### src/rtl/pulse_stretcher.sv
// Turns single-cycle request pulses into fixed-length high levels, each
// followed by a low gap; requests arriving mid-pulse wait in a saturating counter.
module pulse_stretcher #(
   parameter int DIV        = 50000,
   parameter int HIGH_TICKS = 100,
   parameter int GAP_TICKS  = 50,
   parameter int PEND_W     = 3
) (
   input  logic              CLK,
   input  logic              RESET,
   input  logic              PULSO,
   output logic              SALIDA,
   output logic              BUSY,
   output logic [PEND_W-1:0] PEND,
   output logic              DROP
);

   localparam int DIV_W  = (DIV > 2) ? $clog2(DIV) : 1;
   localparam int TMAX   = (HIGH_TICKS > GAP_TICKS) ? HIGH_TICKS : GAP_TICKS;
   localparam int TCNT_W = $clog2(TMAX + 1);

   localparam logic [DIV_W-1:0]  DIV_LAST  = DIV_W'(DIV - 1);
   localparam logic [TCNT_W-1:0] HIGH_LAST = TCNT_W'(HIGH_TICKS - 1);
   localparam logic [TCNT_W-1:0] GAP_LAST  = TCNT_W'(GAP_TICKS - 1);
   localparam logic [PEND_W-1:0] PEND_MAX  = {PEND_W{1'b1}};

   typedef enum logic [1:0] {
      IDLE = 2'd0,
      HIGH = 2'd1,
      GAP  = 2'd2
   } state_t;

   state_t              state_q, state_d;
   logic [DIV_W-1:0]    div_q, div_d;
   logic [TCNT_W-1:0]   tcnt_q, tcnt_d;
   logic [PEND_W-1:0]   pend_q, pend_d;
   logic                salida_q;
   logic                drop_q, drop_d;
   logic                tick;
   logic                dec;

   // Returns {drop, next_count}; simultaneous inc and dec cancel out.
   function automatic logic [PEND_W:0] pend_sat(input logic [PEND_W-1:0] p,
                                                input logic inc,
                                                input logic dn);
      logic [PEND_W:0] r;
      r = {1'b0, p};
      if (inc && !dn) begin
         if (p == PEND_MAX) r = {1'b1, p};
         else               r = {1'b0, p + 1'b1};
      end else if (dn && !inc) begin
         r = {1'b0, p - 1'b1};
      end
      return r;
   endfunction

   always_comb begin
      state_d = state_q;
      div_d   = div_q;
      tcnt_d  = tcnt_q;
      dec     = 1'b0;
      tick    = (div_q == DIV_LAST);
      case (state_q)
         IDLE: begin
            div_d  = '0;
            tcnt_d = '0;
            if (pend_q != '0) begin
               state_d = HIGH;
               dec     = 1'b1;
            end
         end
         HIGH: begin
            div_d = tick ? '0 : div_q + 1'b1;
            if (tick) begin
               if (tcnt_q == HIGH_LAST) begin
                  state_d = GAP;
                  tcnt_d  = '0;
               end else begin
                  tcnt_d = tcnt_q + 1'b1;
               end
            end
         end
         GAP: begin
            div_d = tick ? '0 : div_q + 1'b1;
            if (tick) begin
               if (tcnt_q == GAP_LAST) begin
                  state_d = IDLE;
                  tcnt_d  = '0;
               end else begin
                  tcnt_d = tcnt_q + 1'b1;
               end
            end
         end
         default: begin
            state_d = IDLE;
            div_d   = '0;
            tcnt_d  = '0;
         end
      endcase
      {drop_d, pend_d} = pend_sat(pend_q, PULSO, dec);
   end

   // Output level is registered from the next state so it tracks HIGH exactly.
   always_ff @(posedge CLK or negedge RESET) begin
      if (!RESET) begin
         state_q  <= IDLE;
         div_q    <= '0;
         tcnt_q   <= '0;
         pend_q   <= '0;
         salida_q <= 1'b0;
         drop_q   <= 1'b0;
      end else begin
         state_q  <= state_d;
         div_q    <= div_d;
         tcnt_q   <= tcnt_d;
         pend_q   <= pend_d;
         salida_q <= (state_d == HIGH);
         drop_q   <= drop_d;
      end
   end

   assign SALIDA = salida_q;
   assign PEND   = pend_q;
   assign DROP   = drop_q;
   assign BUSY   = (state_q != IDLE) || (pend_q != '0);

endmodule

### config.mk
export PLATFORM = sky130hd
export DESIGN_NAME = pulse_stretcher
export DESIGN_NICKNAME = d
export VERILOG_FILES = /design/src/rtl/pulse_stretcher.sv
export SDC_FILE = /design/constraint.sdc
export NUM_CORES = 1
export LEC_CHECK = 0
export BUFFER_PORTS_ARGS = -buffer_cell sky130_fd_sc_hd__buf_2
export CELL_PAD_IN_SITES_DETAIL_PLACEMENT = 1
export CELL_PAD_IN_SITES_GLOBAL_PLACEMENT = 2
export CORE_UTILIZATION = 30
export CTS_BUF_LIST = sky130_fd_sc_hd__clkbuf_16
export CTS_CLUSTER_DIAMETER = 150
export CTS_CLUSTER_SIZE = 10
export DETAILED_ROUTE_END_ITERATION = 12
export PLACE_DENSITY = 0.73
export SETUP_SLACK_MARGIN = 0.15
export SLEW_MARGIN = 15
export SYNTH_ARGS = -nofsm -noshare
export SYNTH_HDL_FRONTEND = slang
export SYNTH_SLANG_ARGS = --single-unit
### constraint.sdc
create_clock -name CLK -period 4.3 [get_ports CLK]
set_clock_uncertainty 0.1 [all_clocks]
set_input_delay 1.29 -clock CLK [delete_from_list [all_inputs] [get_ports CLK]]
set_output_delay 1.29 -clock CLK [all_outputs]
set_load 0.1 [all_outputs]
# Word level (Yosys, flattened, before mapping)
# Cells that the tools add are included.
[classes]
add_sub_neg = 4
eq_ne = 10
mux = 18
n_reduce_logical = 12
[ops]
columns = ["cell", "n"]
rows = [
  ["16-bit 2-to-1 mux", 2],
  ["7-bit 2-to-1 mux", 4],
  ["16-bit by 1-bit adder with 16-bit output (second input constant)", 1],
  ["16-bit equality test (second input constant)", 1],
  ["7-bit case mux with 2 select lines", 1],
  ["2-bit 2-to-1 mux", 5],
  ["4-bit 2-to-1 mux", 2],
  ["7-bit by 1-bit adder with 7-bit output (second input constant)", 1],
  ["7-bit by 6-bit equality test with 1-bit output (second input constant)", 1],
  ["7-bit equality test (second input constant)", 1],
  ["2-bit != test (second input constant)", 3],
  ["2-bit case mux with 3 select lines", 1],
  ["2-bit by 1-bit equality test with 1-bit output (second input constant)", 2],
  ["2-bit AND reduction", 2],
  ["2-bit nonzero test", 2],
  ["3-bit by 1-bit adder with 3-bit output (second input constant)", 1],
  ["3-bit equality test (second input constant)", 1],
  ["3-bit 2-to-1 mux", 1],
  ["3-bit nonzero test", 1],
  ["3-bit by 1-bit subtractor with 3-bit output (second input constant)", 1],
  ["2-bit equality test (second input constant)", 1],
  ["1-bit logical AND", 2],
  ["1-bit logical NOT", 2],
  ["2-bit logical NOT", 1],
  ["other kinds (3)", 4],
]
[totals]
ff_bits = 30
out_inout_bits = 6

# Longest topological paths before layout
# Gate-level depths: netlist (run 1).
[logic_depth]
ltp_word = 7
mapped_depth = 7
ltp_nobuf = 7

# Worst setup path after synthesis (run 1)
# No wires, ideal clock.
[synth_path]
path_kind = "reg-to-output"
from = "register pend_q[0] (netlist: PEND[0])"
to = "output port BUSY"
t_arrival_ns = 2.214
required_ns = 2.910
path_slack_ns = 0.696
path_stages_with_launch = 5
n_path_buf = 0
cell_sequence = "dfrtp_1 -> inv_1 -> ha_1 -> nor2b_1 -> nand2_1"
[synth_between]
elab_chain_cells = 2
[synth_lines]
columns = ["item", "line", "rtl"]
rows = [
  ["start: declaration", "36", "logic [PEND_W-1:0] pend_q, pend_d;"],
  ["start signal: assignment", "116", "pend_q <= pend_d;"],
  ["3-bit nonzero test", "125", "assign BUSY = (state_q != IDLE) || (pend_q != '0);"],
  ["1-bit logical OR", "125", ""],
  ["end: declaration", "13", "output logic BUSY,"],
]
# Every way passes these cells.

# Worst setup path in the final report (run 1)
[layout_path]
from = "register pend_q[1] (netlist: PEND[1])"
to = "output port BUSY"
# Same word-level chain as after synthesis.

==> results.txt, run 1 <==
Largest net degree at the start of global routing: 31
Post-synth EDFFs: 0
Most numerous cell in the Yosys netlist: dfrtp_1
Clock Power Share: 25.7%
Vias per inst: 4.94
Drt pass-1 iters: 4
Per-cell routed wire length: 14.3 microns
H-Tree Level Count: 2
Fmax: 0.333 GHz
Sw Share: 42.5%
Psw: 0.527 mW
Iteration-0 DRC Markers: 33
Synthesized area: 1720 sq um
Comb power frac: 39.9%
Clock sink total: 30
Layout fillers: 630
Post-synth top area share: 43.7%
Max-Cap Viols: 0
Syn avg cell area: 9.81 sq um
Synth area leaders: dfrtp_1, ha_1, xnor2_1
Clk Latency, worst-skew pair: 270 ps
CTS tree: done
Vias in the first global route: 1,376
Die width: 77.6 microns
Yosys Warn Count: 0
Cell row count: 27
Crit start category: flop
Post-synth ARST share: 100%
DRT Wirelength: 3690 microns
Number of hold violations in the final report: 0
Via count: 1,275
Place WS: 1600 ps
Non-filler cells, final: 258
Slew HR: 52.7%
Register bit total from synthesis: 30
Hold crit path type: reg2reg
Max incr delay on CP: 420 ps
CTS Hold Bufs: 0
Die Y: 77.6 microns
Final HPWL DP: 2680 microns
Crit Path Class: reg2out
Inserted Clock Buffers: 5
Most frequent cells after synthesis: dfrtp_1, nor2_1, nand2_1, inv_1, ha_1
Setup-failing EPs final: 0
Min Tclk post-route: 3000 ps
Initial antenna violation count: 0
Post-synthesis instance total: 175
Leakage: 0.866 nW
Hold Startpoint: div_q[0]$_DFF_PN0_
Port Buffer Count: 8
Total gr overflow: 0
Postcts setup bufs: 0
Worst Path Arrival: 1610 ps
Final ANT Viol Nets: 0
RSZ-0062 raised after global routing: no
DRC Markers: 0
Worst path cell trace: inv_1, ha_1, nor2b_1, nand2_1, buf_2
Slowest-stage cell, CP: dfrtp_1
Clock Tree Root: clkbuf_16
RR Startpoint: div_q[0]$_DFF_PN0_
CP startpoint: PEND[1]$_DFFE_PN0P_
Sequential Power Share: 34.4%
Max Root-Sink Buffers: 2
Max FO, Critical Path: 5
Data required, critical path: 2910 ps
Layout cells sized above 1: 13.4%
Core area: 5510 sq um
Multi-input gate area in the final layout: 895 sq um
Post-synthesis sequential area ratio: 43.7%
ANT cells: 0
P&R area growth vs syn: 13.8%
Initial cell density of the core: 31.2%
# placed instances: 251
First-pass GRT wire length: 6470 microns
Post-Syn Nets: 189
Final-stage net count: 200
Actual slew at the worst max-slew pin: 709 ps
Setup_tns: 0 ps
Gr usage total: 14.0%
Run status: finished, final reports clean
Synth area leader: dfrtp_1
Die area: 6030 sq um
PD cells: 635 nW/um^2
IO Pins: 9
CP Capture Type: primary output
CTS clk-pin slew, worst paths: 50 ps
Tcrit/Tclk final: 69.8%
Synth unique cells: 39
Int Power: 0.712 mW
Peak supply drop: 0.248 mV
Slew Viols, Final: 0
Storage cell area: 751 sq um
Post-synth top flop: dfrtp_1
Gpl congestion: 0.744
Setup WS post-layout: 1300 ps
CTS resizes: 0
power by group through the flow:
stage | Combinational (mW) | Clock [mW] | Sequential [mW]
after floorplan | 0.279 | 0 | 0.549
after global placement | 0.487 | 0 | 0.422
after detailed placement | 0.499 | 0 | 0.430
after CTS | 0.503 | 0.331 | 0.426
after global routing | 0.554 | 0.344 | 0.439
final | 0.495 | 0.318 | 0.426
layer usage:
layer / track usage [%] / share of wire, %
met1: 16.9 / 46
met2: 23.2 / 51
met3: 4.59 / 1.8
met4: 5.28 / 1.5
met5: 0 / 0
layout by cell type, fill, tap and decap left out, drive strengths merged, types with 2 or more instances in the layout:
cell type,synthesis,routed
nand3,10,10
buf,2,8
o31ai,2,2
and2,4,4
and3,5,5
dfrtp,30,30
nor2b,4,4
o31a,2,2
a32oi,2,2
ha,11,11
xnor2,8,8
nor2,18,18
nor3,2,2
a21oi,5,5
nand2,15,15
o21ai,7,7
xor2,5,5
nand3b,2,2
nand2b,2,2
o22ai,2,2
and4bb,2,2
or3,3,3
nand4,7,7
clkbuf,2,5
a31oi,2,2
inv,12,14
state kept, by name, summed over array words and instances (netlist names):
register / flops
DROP: 1
PEND: 3
SALIDA: 1
div_q: 16
state_q: 2
tcnt_q: 7
logic make-up (layout without fill, tap and decap cells):
kind of cell / after synthesis / count (layout) / share of synthesized area [%]
xor gates and xnor gates: 13 / 13 / 6.63
buffers and inverters: 16 / 27 / 4.15
DFF: 30 / 30 / 43.7
AOI/OAI and AO/OA: 29 / 29 / 12.2
and+or+nand+nor: 76 / 76 / 25.3
adders and majority gates: 11 / 11 / 8.02
worst max-delay path, delay by kind of cell (launching register included):
family                   cells  cell delay (ps)
adder cells (fa/ha/maj)      1              200
flip-flops                   1              420
buffers and inverters        2              500
AND/OR/NAND/NOR              2              210
final cells by class:
cell class | count | area share, %
Inverter | 12 | 2.31
Timing Repair Buffer | 8 | 2.05
Clock buffer | 5 | 6.41
Multi-Input combinational cell | 129 | 45.8
Tap cell | 72 | 4.61
Clock inverter | 2 | 0.384
Sequential cell | 30 | 38.4
final timing paths:
check / cells after the start / slack, ps / endpoint
setup / recovery: 5 / 1300 / BUSY
hold / removal: 1 / 350 / div_q[0]$_DFF_PN0_
setup reg to reg: 6 / 2330 / tcnt_q[6]$_DFFE_PN0P_
hold reg to reg: 1 / 350 / div_q[0]$_DFF_PN0_
max in group asynchronous: 1 / 2670 / tcnt_q[2]$_DFFE_PN0P_
min in group asynchronous: 1 / 970 / div_q[14]$_DFF_PN0_
stage by stage:
stage	hold slack (ps)	util (%)	area, sq um	total power [mW]
2_1_floorplan	325	-	1720	0.829
3_3_place_gp	340	33.1	1820	0.910
3_5_place_dp	351	33.1	1820	0.929
4_1_cts	357	35.5	1950	1.26
5_1_grt	375	35.5	1950	1.34
6_report	350	35.5	1950	1.24
Power figures use the tool's default switching activity.
==> run 2, diff against run 1 <==
- ABC_AREA: not set -> 1
- PLACE_DENSITY: 0.73 -> 0.78
- clock period: 4.3 -> 3.05 ns (I/O delays scaled with it)
==> run 2 against run 1 <==
Via count grew 20%. First-iteration DRC count grew 85%. Largest power group is now clock. Cell area up 5.8%. Sequential cell count stayed put. Critical endpoint unchanged. Cell count up 25%. Core utilization rose by 1.2 points. Highest routed layer unchanged. Routed wire length up 17%. Combinational power shrank 41%.
==> results.txt, run 2 <==
Run status: finished, final reports clean
Fmax: 0.395 GHz
Layout cells sized above 1: 12.7%
Synth area leaders: dfrtp_1, nand2_1, ha_1
Hold crit path type: reg2reg
Iteration-0 DRC Markers: 61
Post-synth ARST share: 100%
Slew Viols, Final: 0
Drt pass-1 iters: 4
Clock sink total: 30
Post-synthesis mux area share: 0.554%
Peak supply drop: 0.422 mV
Fin util: 36.6%
Vias in the first global route: 1,640
Worst Path Arrival: 1520 ps
Non-filler cells, final: 323
Leakage: 1.06 nW
Post-synthesis instance total: 236
Most flop-heavy register: div_q
Min Tclk post-route: 2530 ps
Commonest non-fill, non-tap cell in the layout: nand2_1
Inserted Clock Buffers: 5
Number of hold violations in the final report: 0
Post-synth top area share: 41.6%
Largest family of logic cells by synthesized area: simple AND/OR/NAND/NOR gates
Setup WS post-layout: 516 ps
Clock Tree Root: clkbuf_16
Die width: 79.6 microns
Synth area leader: dfrtp_1
Max reg flops: 16
Gpl congestion: 0.745
RR Endpoint: div_q[8]$_DFF_PN0_
Final HPWL DP: 3240 microns
CTS tree: done
Cell row count: 27
Port Buffer Count: 8
Placed instance area: 1930 sq um
ANT cells: 0
Synthesized area: 1810 sq um
Synth unique cells: 28
Setup_tns: 0 ps
CTS Hold Bufs: 0
Yosys Warn Count: 0
Final ANT Viol Nets: 0
Total Power: 1.20 mW
# placed instances: 315
Layout fillers: 695
Vias per inst: 4.73
Most frequent cells after synthesis: nand2_1, nor2_1, inv_1, dfrtp_1, nand3_1
Actual slew at the worst max-slew pin: 725 ps
Syn avg cell area: 7.65 sq um
Post-synthesis sequential area ratio: 41.6%
WHS Endpoint: div_q[0]$_DFF_PN0_
H-Tree Level Count: 2
CTS resizes: 0
Hold Startpoint: div_q[0]$_DFF_PN0_
Tcrit/Tclk final: 83.1%
Die Y: 79.6 microns
Core area: 5640 sq um
RSZ-0062 raised after global routing: no
P&R area growth vs syn: 14.5%
Multi-input gate area in the final layout: 912 sq um
Crit start category: flop
PD cells: 579 nW/um^2
Die area: 6330 sq um
Largest net degree at the start of global routing: 31
Max-Cap Viols: 0
Simple-Gate Fraction of Synth Area: 32.8%
RR Startpoint: state_q[0]$_DFF_PN0_
Most numerous cell in the Yosys netlist: nand2_1
Synth Area in Compound Gates: 6.86%
Place WS: 817 ps
Max Root-Sink Buffers: 2
Post-synth top flop: dfrtp_1
Worst R2R Path Depth: 6
Total gr overflow: 0
First-pass GRT wire length: 7650 microns
Data required, critical path: 2030 ps
Synth Area in XOR/XNOR: 2.43%
Clk Latency, worst-skew pair: 270 ps
DRC Markers: 0
Commonest cells after routing, fill and taps aside: nand2_1, nor2_1, inv_1
Storage cell area: 752 sq um
CTS clk-pin slew, worst paths: 50 ps
Post-synth EDFFs: 0
Per-cell routed wire length: 13.4 microns
Final instance area: 2070 sq um
Register bit total from synthesis: 30
Crit Path Class: reg2out
Gr usage total: 16.1%
Slew HR: 51.6%
Hold depth: 1
Final-stage net count: 264
IO Pins: 9
Postcts setup bufs: 0
Hold slack: 361 ps
Reg-to-reg slack, setup: 1220 ps
Post-Syn Nets: 250
Synth Area in Adders: 7.62%
Setup-failing EPs final: 0
Via count: 1,529
Initial antenna violation count: 0
Initial cell density of the core: 32.0%
Max FO, Critical Path: 4
DRT Wirelength: 4340 microns
CP Capture Type: primary output
run 2: metal layers:
| layer | vias to the layer above | routed length [microns] | GRT usage, % |
|---|---|---|---|
| li1 | 785 | - | - |
| met1 | 726 | 2180 | 20.5 |
| met2 | 12 | 2000 | 25.9 |
| met3 | 6 | 92 | 3.77 |
| met4 | 0 | 67 | 6.55 |
| met5 | - | 0 | 0 |
run 2: worst max path at each step:
stage                         startpoint  slack, ps  endpoint  cells after the start
floorplan            PEND[1]$_DFFE_PN0P_        310      BUSY                      3
global placement    state_q[0]$_DFF_PN0_        860      BUSY                      4
detailed placement  state_q[0]$_DFF_PN0_        820      BUSY                      4
CTS                 state_q[0]$_DFF_PN0_        510      BUSY                      4
global route        state_q[0]$_DFF_PN0_        450      BUSY                      4
finish              state_q[0]$_DFF_PN0_        520      BUSY                      4
run 2: cell type report:
| cell class | count | share of cell area, % |
|---|---|---|
| inverters | 36 | 6.60 |
| clock inverters | 3 | 0.545 |
| well taps | 72 | 4.36 |
| multi-input cells | 169 | 44.1 |
| clock buffers | 5 | 6.05 |
| flip-flops and latches | 30 | 36.4 |
| repair buffers | 8 | 1.94 |
run 2: logic make-up after synthesis:
kind of cell / count (synthesis)
buffers and inverters: 37
and+or+nand+nor: 130
muxes: 1
xor gates and xnor gates: 5
DFF: 30
AOI/OAI and AO/OA: 22
adders and majority gates: 11
run 2: power breakdown:
| part | leakage [nW] | total, mW | switching, mW | internal (mW) |
|---|---|---|---|---|
| Sequential | 0.390 | 0.440 | 0.0183 | 0.422 |
| Clock | 0.0663 | 0.464 | 0.171 | 0.293 |
| Combinational | 0.607 | 0.292 | 0.235 | 0.0574 |
| Total | 1.06 | 1.20 | 0.424 | 0.772 |
run 2: worst max-delay path, cell delays in order (launching register included):
cell     delay, ps
dfrtp_1        370
inv_1           90
ha_1           260
nand3_2        100
buf_2          430
